**src/rtl/fact_scheduler.sv**
```systemverilog
// rtl/fact_scheduler.sv - round-robin scheduler sharing one factorial engine among NREQ requesters
module fact_scheduler #(
  parameter int NREQ     = 4,
  parameter int N_WIDTH  = 8,
  parameter int FN_WIDTH = 32,
  parameter int TIMEOUT  = 300
) (
  input  logic                      clk,
  input  logic                      rst,
  input  logic [NREQ-1:0]           req,
  input  logic [NREQ*N_WIDTH-1:0]   n_in,
  output logic [NREQ-1:0]           ack,
  output logic [NREQ-1:0]           rsp_valid,
  output logic [FN_WIDTH-1:0]       rsp_fn,
  output logic                      rsp_err,
  output logic                      busy,
  output logic                      eng_start,
  output logic [N_WIDTH-1:0]        eng_n,
  input  logic                      eng_done,
  input  logic [FN_WIDTH-1:0]       eng_fn
);
  localparam int IW = (NREQ > 1) ? $clog2(NREQ) : 1;
  localparam int CW = $clog2(TIMEOUT + 1);

  typedef enum logic [2:0] {IDLE, ISSUE, WAIT_BUSY, WAIT_DONE, RESP} state_t;

  state_t              state, state_nxt;
  logic [IW-1:0]       rr_ptr, idx_q, win_idx;
  logic                win_vld;
  logic [N_WIDTH-1:0]  win_n, op_q;
  logic [FN_WIDTH-1:0] res_q;
  logic                err_q;
  logic [CW-1:0]       cnt_q;
  logic                timed_out;

  // First asserted request at or above the pointer, wrapping around.
  always_comb begin
    int j;
    win_vld = 1'b0;
    win_idx = '0;
    for (int k = 0; k < NREQ; k++) begin
      j = int'(rr_ptr) + k;
      if (j >= NREQ) j = j - NREQ;
      if (!win_vld && req[j]) begin
        win_vld = 1'b1;
        win_idx = IW'(j);
      end
    end
    win_n = n_in[int'(win_idx)*N_WIDTH +: N_WIDTH];
  end

  assign timed_out = (cnt_q >= CW'(TIMEOUT - 1));

  always_comb begin
    state_nxt = state;
    ack       = '0;
    rsp_valid = '0;
    rsp_fn    = '0;
    rsp_err   = 1'b0;
    busy      = (state != IDLE);
    eng_start = 1'b0;
    eng_n     = '0;
    case (state)
      IDLE: begin
        if (win_vld && !rst) begin
          ack[win_idx] = 1'b1;
          state_nxt    = (win_n == '0) ? RESP : ISSUE;
        end
      end
      ISSUE: begin
        eng_start = 1'b1;
        eng_n     = op_q;
        state_nxt = WAIT_BUSY;
      end
      WAIT_BUSY: begin
        eng_n = op_q;
        if (timed_out)     state_nxt = RESP;
        else if (!eng_done) state_nxt = WAIT_DONE;
      end
      WAIT_DONE: begin
        eng_n = op_q;
        if (eng_done || timed_out) state_nxt = RESP;
      end
      RESP: begin
        rsp_valid[idx_q] = 1'b1;
        rsp_fn           = res_q;
        rsp_err          = err_q;
        state_nxt        = IDLE;
      end
      default: state_nxt = IDLE;
    endcase
  end

  always_ff @(posedge clk) begin
    if (rst) begin
      state  <= IDLE;
      rr_ptr <= '0;
      idx_q  <= '0;
      op_q   <= '0;
      res_q  <= '0;
      err_q  <= 1'b0;
      cnt_q  <= '0;
    end else begin
      state <= state_nxt;
      case (state)
        IDLE: begin
          if (win_vld) begin
            idx_q  <= win_idx;
            op_q   <= win_n;
            rr_ptr <= (win_idx == IW'(NREQ - 1)) ? '0 : win_idx + 1'b1;
            err_q  <= 1'b0;
            // 0! needs no engine, so the result is known at grant time.
            res_q  <= (win_n == '0) ? FN_WIDTH'(1) : '0;
          end
        end
        ISSUE: cnt_q <= '0;
        WAIT_BUSY, WAIT_DONE: begin
          cnt_q <= cnt_q + 1'b1;
          if (state == WAIT_DONE && eng_done) begin
            res_q <= eng_fn;
          end else if (timed_out) begin
            res_q <= '0;
            err_q <= 1'b1;
          end
        end
        default: ;
      endcase
    end
  end
endmodule

```
**config.mk**
```make
export PLATFORM = sky130hd
export DESIGN_NAME = fact_scheduler
export DESIGN_NICKNAME = d
export VERILOG_FILES = /design/src/rtl/fact_scheduler.sv
export SDC_FILE = /design/constraint.sdc
export NUM_CORES = 1
export LEC_CHECK = 0
export ABC_AREA = 1
export CAP_MARGIN = 20
export CORE_ASPECT_RATIO = 0.9
export CORE_MARGIN = 3
export CORE_UTILIZATION = 49
export CTS_CLUSTER_DIAMETER = 80
export DETAILED_ROUTE_END_ITERATION = 7
export PLACE_DENSITY = 0.95
export SLEW_MARGIN = 20
export SYNTH_ARGS = -nofsm -noshare
export SYNTH_HDL_FRONTEND = slang
export SYNTH_SLANG_ARGS = --single-unit
```
**constraint.sdc**
```tcl
create_clock -name clk -period 3.99 [get_ports clk]
set_clock_uncertainty 0.2 [all_clocks]
set_input_delay 0.5985 -clock clk [delete_from_list [all_inputs] [get_ports clk]]
set_output_delay 0.5985 -clock clk [all_outputs]
set_load 0.03 [all_outputs]
```
==> metrics.cfg, run 1 <==
[floorplanning]
die-area_sq_mm = 0.00794
num_io_pins = 122
initial_core_util = 0.511
rows = 28
coreArea_sq_mm = 0.00662
die_w_microns = 93.6
die_h_microns = 84.8

[yosys]
synthCells = 547
synth_top_family_by_area = simple AND/OR/NAND/NOR gates
syn-mean-instance-area_sq_um = 6.18
synthesis.area_sq_mm = 0.00338
synth_xor_area_frac = 0
yosysSeqAreaShare = 0.337
synthMuxAreaShare = 0
yosys.area_share.simple = 0.393
synth-compound-area-share = 0.119
synth_nets = 623
yosysWarnings = 0
ys_ff_latch = 57
synth_adder_area_share = 0.0185
synth.distinct_cells = 28

[status]
status = complete, no violations

[sta]
finalSetupTns_ps = 0
setup_viol = 0
fin_hold_ws_ps = 259
max_freq_mhz = 285
slew_viol_final = 0
hold_viol_final = 0
layout_min_cycle_time_ps = 3500
max-slew-margin-rel = 0.678
worst_pin_slew_ps = 483
rsz0062_at_grt = no
fin_crit_sh = 0.878

[cts]
cts_setup_buffers = 0
postCtsResizedCells = 0
clkSinkCount = 57
ctsLongestPathBuffers = 2
clkLatencyLatePin_ps = 330
cts_root_buf = clkbuf_8
tritoncts = done
h-tree-depth = 3
clkTransAtPathRegs_ps = 60
postCtsHoldBufs = 0
numCtsBuffers = 9

[critical_path]
cp-startpoint = req[3]
regToRegSetupSlack_ps = 1210
endpoint = ack[1]
startpoint_type = input pin
cp-end-kind = output pin
cpPeakStageDelay_ps = 410
crit_slowest_cell = clkdlybuf4s50_1
reg2regPathDepth = 14
r2r-end = res_q[1]
critPathArrivalTime_ps = 2710
path_common_cell = nand2_1
worstPathRequired_ps = 3190
r2r-start = rr_ptr[0]
criticalPathCategory = in2out
crit_chain = clkdlybuf4s50_1 > inv_1 > nand2_1 > nand3_1 > nand2_1 > nand2_1 > nand2_1 > nand2_1 > nand3_4 > inv_1 > ha_1 > nand2_1 > nor2_1 > dlymetal6s2s_1
cp_max_fo = 20

[global_route]
antenna_found_initial = 0
grtUsageTotal = 0.252
grt_max_degree = 46
grt_pass1_vias = 3708
grt_pass1_wl_mm = 16.4
grt-ovfl-total = 0

[power_and_ir_drop]
switching_share = 0.478
p_leak_nw = 1.91
p_clk_frac = 0.194
power_frac_seq = 0.232
max-vdd-ir-drop_v = 0.000452
p_comb_frac = 0.574
p_switching_mw = 1.48
p_int_mw = 1.61
power_density_mw_per_mm2 = 637

[place]
dpl.hpwl_mm = 7.24
routabilityCongestion = 0.845
io_buffers = 121
place_area_sq_mm = 0.00462

[route]
drt-initial-drc-count = 215
routed_wl_mm = 10.0
wl_per_cell_microns = 13.2
vias = 3944
drc_errors = 0
dr.pass1.iters = 5
ant_nets = 0
avgViaCountPerCell = 5.22

[final_layout]
drive_above_1_share = 0.0721
antenna_cells = 0
layout_commonest_cell = nand2_1
layout_common_cells = nand2_1 (170), clkdlybuf4s50_1 (117), inv_1 (78), nor2_1 (64), dfxtp_1 (56)
final_area_sq_mm = 0.00486
syn_to_final_growth_pct = 43.6
multi_input_area_sq_mm = 0.00180
final-seq-area_sq_mm = 0.00114
final_nets = 737
nFillCells = 476

[flow_run]
maxCapViolations = 0

[hold_path]
hold_path_class = reg2reg

## Yosys cell counts
cell | n | area, sq um
dfxtp_1 | 57 | 1140
nor2_8 | 1 | 20.0
clkbuf_1 | 13 | 48.8
nand3_1 | 45 | 225
nor3_4 | 1 | 16.3
nand2_1 | 170 | 638
inv_2 | 5 | 18.8
a21oi_1 | 46 | 230
nor2_2 | 3 | 18.8
o2111ai_1 | 1 | 8.76
a221oi_1 | 2 | 17.5
nand3_4 | 1 | 17.5
nor2_1 | 64 | 240
ha_1 | 5 | 62.6
nor2_4 | 2 | 22.5
buf_4 | 2 | 15.0
nand2_2 | 7 | 43.8
nor3_1 | 7 | 35.0
inv_1 | 78 | 293
buf_2 | 5 | 25.0
buf_6 | 4 | 45.0
a211oi_1 | 4 | 30.0
o21ai_1 | 2 | 10.0
a31oi_1 | 1 | 6.26
nand3_2 | 3 | 30.0
nand2_4 | 2 | 22.5
o21ai_0 | 8 | 40.0
o211ai_1 | 8 | 60.1
## registers in the layout, indices dropped and copies added (netlist names)
signal  cells
op_q        8
err_q       1
state       3
cnt_q       9
idx_q       2
res_q      32
rr_ptr      2
## power by group through the flow
stage	logic (mW)	clock network, mW	registers (mW)
after detailed placement	1.73	0	0.723
after global placement	1.67	0	0.718
final	1.78	0.600	0.716
after global routing	1.96	0.638	0.725
after CTS	1.76	0.611	0.713
after floorplan	1.37	0	0.697
## critical path, delay by kind of cell
family,cells,cell delay (ps)
fa+ha+maj,1,180
buf+inv,4,970
simple gates,9,930
## routing by layer
metal,track usage,vias up,part of all wire,routed length (microns)
met5,0,-,0,0
met4,0.121,0,0.043,429
met3,0.0488,39,0.050,497
met2,0.445,162,0.51,5120
met1,0.292,1813,0.39,3950
li1,-,1930,-,-
## area by class of cell
class,count,share of cell area
sequential,57,0.235
clock inverter,5,0.0160
multi-input combinational,383,0.370
timing repair buffer,127,0.261
clock buffer,11,0.0312
tap,90,0.0232
inverter,83,0.0641
## cells by family (layout without fill, tap and decap cells)
kind of cell | Yosys count | in the layout
compound gates | 72 | 72
fa+ha+maj | 5 | 5
buf+inv | 107 | 226
flops | 57 | 57
simple gates | 306 | 306
## stage by stage
| step | util | total power, mW | setup slack (ps) | std cells |
|---|---|---|---|---|
| floorplan | - | 2.06 | 1110 | 547 |
| global placement | 0.697 | 2.38 | 250 | 740 |
| detailed placement | 0.697 | 2.46 | 116 | 740 |
| CTS | 0.732 | 3.08 | 115 | 756 |
| global route | 0.734 | 3.32 | 239 | 756 |
| finish | 0.734 | 3.09 | 485 | 756 |
## how the worst min path moves through the flow
stage	endpoint	slack [ps]	cells past startpoint	from
floorplan	res_q[10]	240	2	res_q[10]
global placement	res_q[21]	250	2	res_q[21]
detailed placement	res_q[21]	250	2	res_q[21]
CTS	res_q[21]	260	2	res_q[21]
global route	res_q[5]	270	2	res_q[5]
finish	res_q[13]	260	2	res_q[13]
Power figures use the tool's default switching activity.
==> run 2: changes to the inputs <==
Settings changed: CORE_ASPECT_RATIO 0.9 to 1.4.
==> metrics.cfg, run 2 (synthesis gave the netlist of run 1 again) <==
[status]
status = complete, no violations

[route]
avgViaCountPerCell = 5.03
drt-initial-drc-count = 149
routed_wl_mm = 9.36
vias = 3806
drc_errors = 0
ant_nets = 0
dr.pass1.iters = 4
wl_per_cell_microns = 12.4

[cts]
h-tree-depth = 3
clkTransAtPathRegs_ps = 60
tritoncts = done
cts_root_buf = clkbuf_8
numCtsBuffers = 9
cts_setup_buffers = 0
clkLatencyLatePin_ps = 330
ctsLongestPathBuffers = 2
clkSinkCount = 57

[sta]
setup_viol = 0
max-slew-margin-rel = 0.660
hold_viol_final = 0
rsz0062_at_grt = no
slew_viol_final = 0
worst_pin_slew_ps = 510
max_freq_mhz = 262
layout_min_cycle_time_ps = 3820
finalSetupTns_ps = 0
fin_crit_sh = 0.957

[global_route]
grt_max_degree = 46
grt_pass1_wl_mm = 16.0
use_met1 = 0.265
grt-ovfl-total = 0
grtUsageTotal = 0.239
gr-usage-met3 = 0.0728
antenna_found_initial = 0
busiest_layer = met2
grtUsageMet2 = 0.422
grt_pass1_vias = 3668

[place]
io_buffers = 121
dpl.hpwl_mm = 6.97
routabilityCongestion = 0.947

[floorplanning]
die_h_microns = 104
initial_core_util = 0.508
rows = 35
die_w_microns = 76.2
die-area_sq_mm = 0.00795
coreArea_sq_mm = 0.00666
num_io_pins = 122

[critical_path]
worstPathRequired_ps = 3190
critPathArrivalTime_ps = 3020
cp_max_fo = 10
crit_slowest_cell = clkdlybuf4s50_1
startpoint_type = input pin
crit_chain = clkdlybuf4s50_1 > inv_1 > nand2_2 > nand3_1 > nand2_2 > nor2_4 > nand2_1 > nor2_1 > nor2_2 > nor2_8 > ha_1 > nand2_1 > nor2_1 > clkdlybuf4s50_1
reg2regPathDepth = 12
cpPeakStageDelay_ps = 670
criticalPathCategory = in2out
cp-end-kind = output pin

[final_layout]
largest_reg_flops = 32
layout_common_cells = nand2_1 (170), clkdlybuf4s50_1 (119), inv_1 (78), nor2_1 (64), dfxtp_1 (56)
final_nets = 736
syn_to_final_growth_pct = 41.7
antenna_cells = 0
top_register = res_q
final_core_util = 0.720
drive_above_1_share = 0.0677
largestRegisters = res_q (32), cnt_q (9), op_q (8)
layout_commonest_cell = nand2_1

[hold_path]
hold_path_class = reg2reg
hold_depth = 2

[power_and_ir_drop]
power_density_mw_per_mm2 = 607
totalPowerFinal_mw = 2.91
max-vdd-ir-drop_v = 0.000317
p_leak_nw = 1.85

[flow_run]
maxCapViolations = 0

-- run 2: path summary, 6_finish.rpt --
check / from / slack (ps) / to
worst min-delay path: res_q[30] / 270 / res_q[30]
worst max register to register: rr_ptr[0] / 1180 / res_q[5]
worst max-delay path: req[1] / 170 / ack[2]
worst min register to register: res_q[30] / 270 / res_q[30]
-- run 2: stage by stage --
stage / instance area [sq um] / instances / setup WS [ps] / hold WS [ps]
after floorplan: 3380 / 547 / 1110 / 239
after global placement: 4610 / 741 / 239 / 248
after detailed placement: 4610 / 741 / 117 / 256
after CTS: 4790 / 757 / 112 / 266
after global routing: 4790 / 757 / 24.2 / 283
final: 4790 / 757 / 172 / 266
-- run 2: cell type report --
type	instances	area, sq um
inverter	83	312
timing repair buffer	126	1250
tap	92	115
sequential	57	1140
clock inverter	3	15.0
fill	541	1860
multi-input combinational	383	1800
clock buffer	13	159
-- run 2: timing repair --
action / in CTS / in global routing
hold buffers: 0 / 0
gates resized for setup: 0 / 3
setup endpoints to repair: 0 / 4
-- run 2: critical path, delay by kind of cell --
kind          cells  cell delay, ps
fa+ha+maj         1             170
buf+inv           3            1190
simple gates     10            1080
-- run 2: metal layers --
| metal | part of all wire | wire length, microns |
|---|---|---|
| met1 | 0.40 | 3730 |
| met2 | 0.50 | 4650 |
| met3 | 0.083 | 780 |
| met4 | 0.021 | 197 |
| met5 | 0 | 0 |
-- run 2: power breakdown --
part / switching, mW / leakage, nW / internal (mW) / total (mW)
logic: 1.14 / 1.30 / 0.581 / 1.72
clock network: 0.214 / 0.0932 / 0.256 / 0.470
registers: 0.0661 / 0.463 / 0.649 / 0.715
total: 1.42 / 1.85 / 1.49 / 2.91
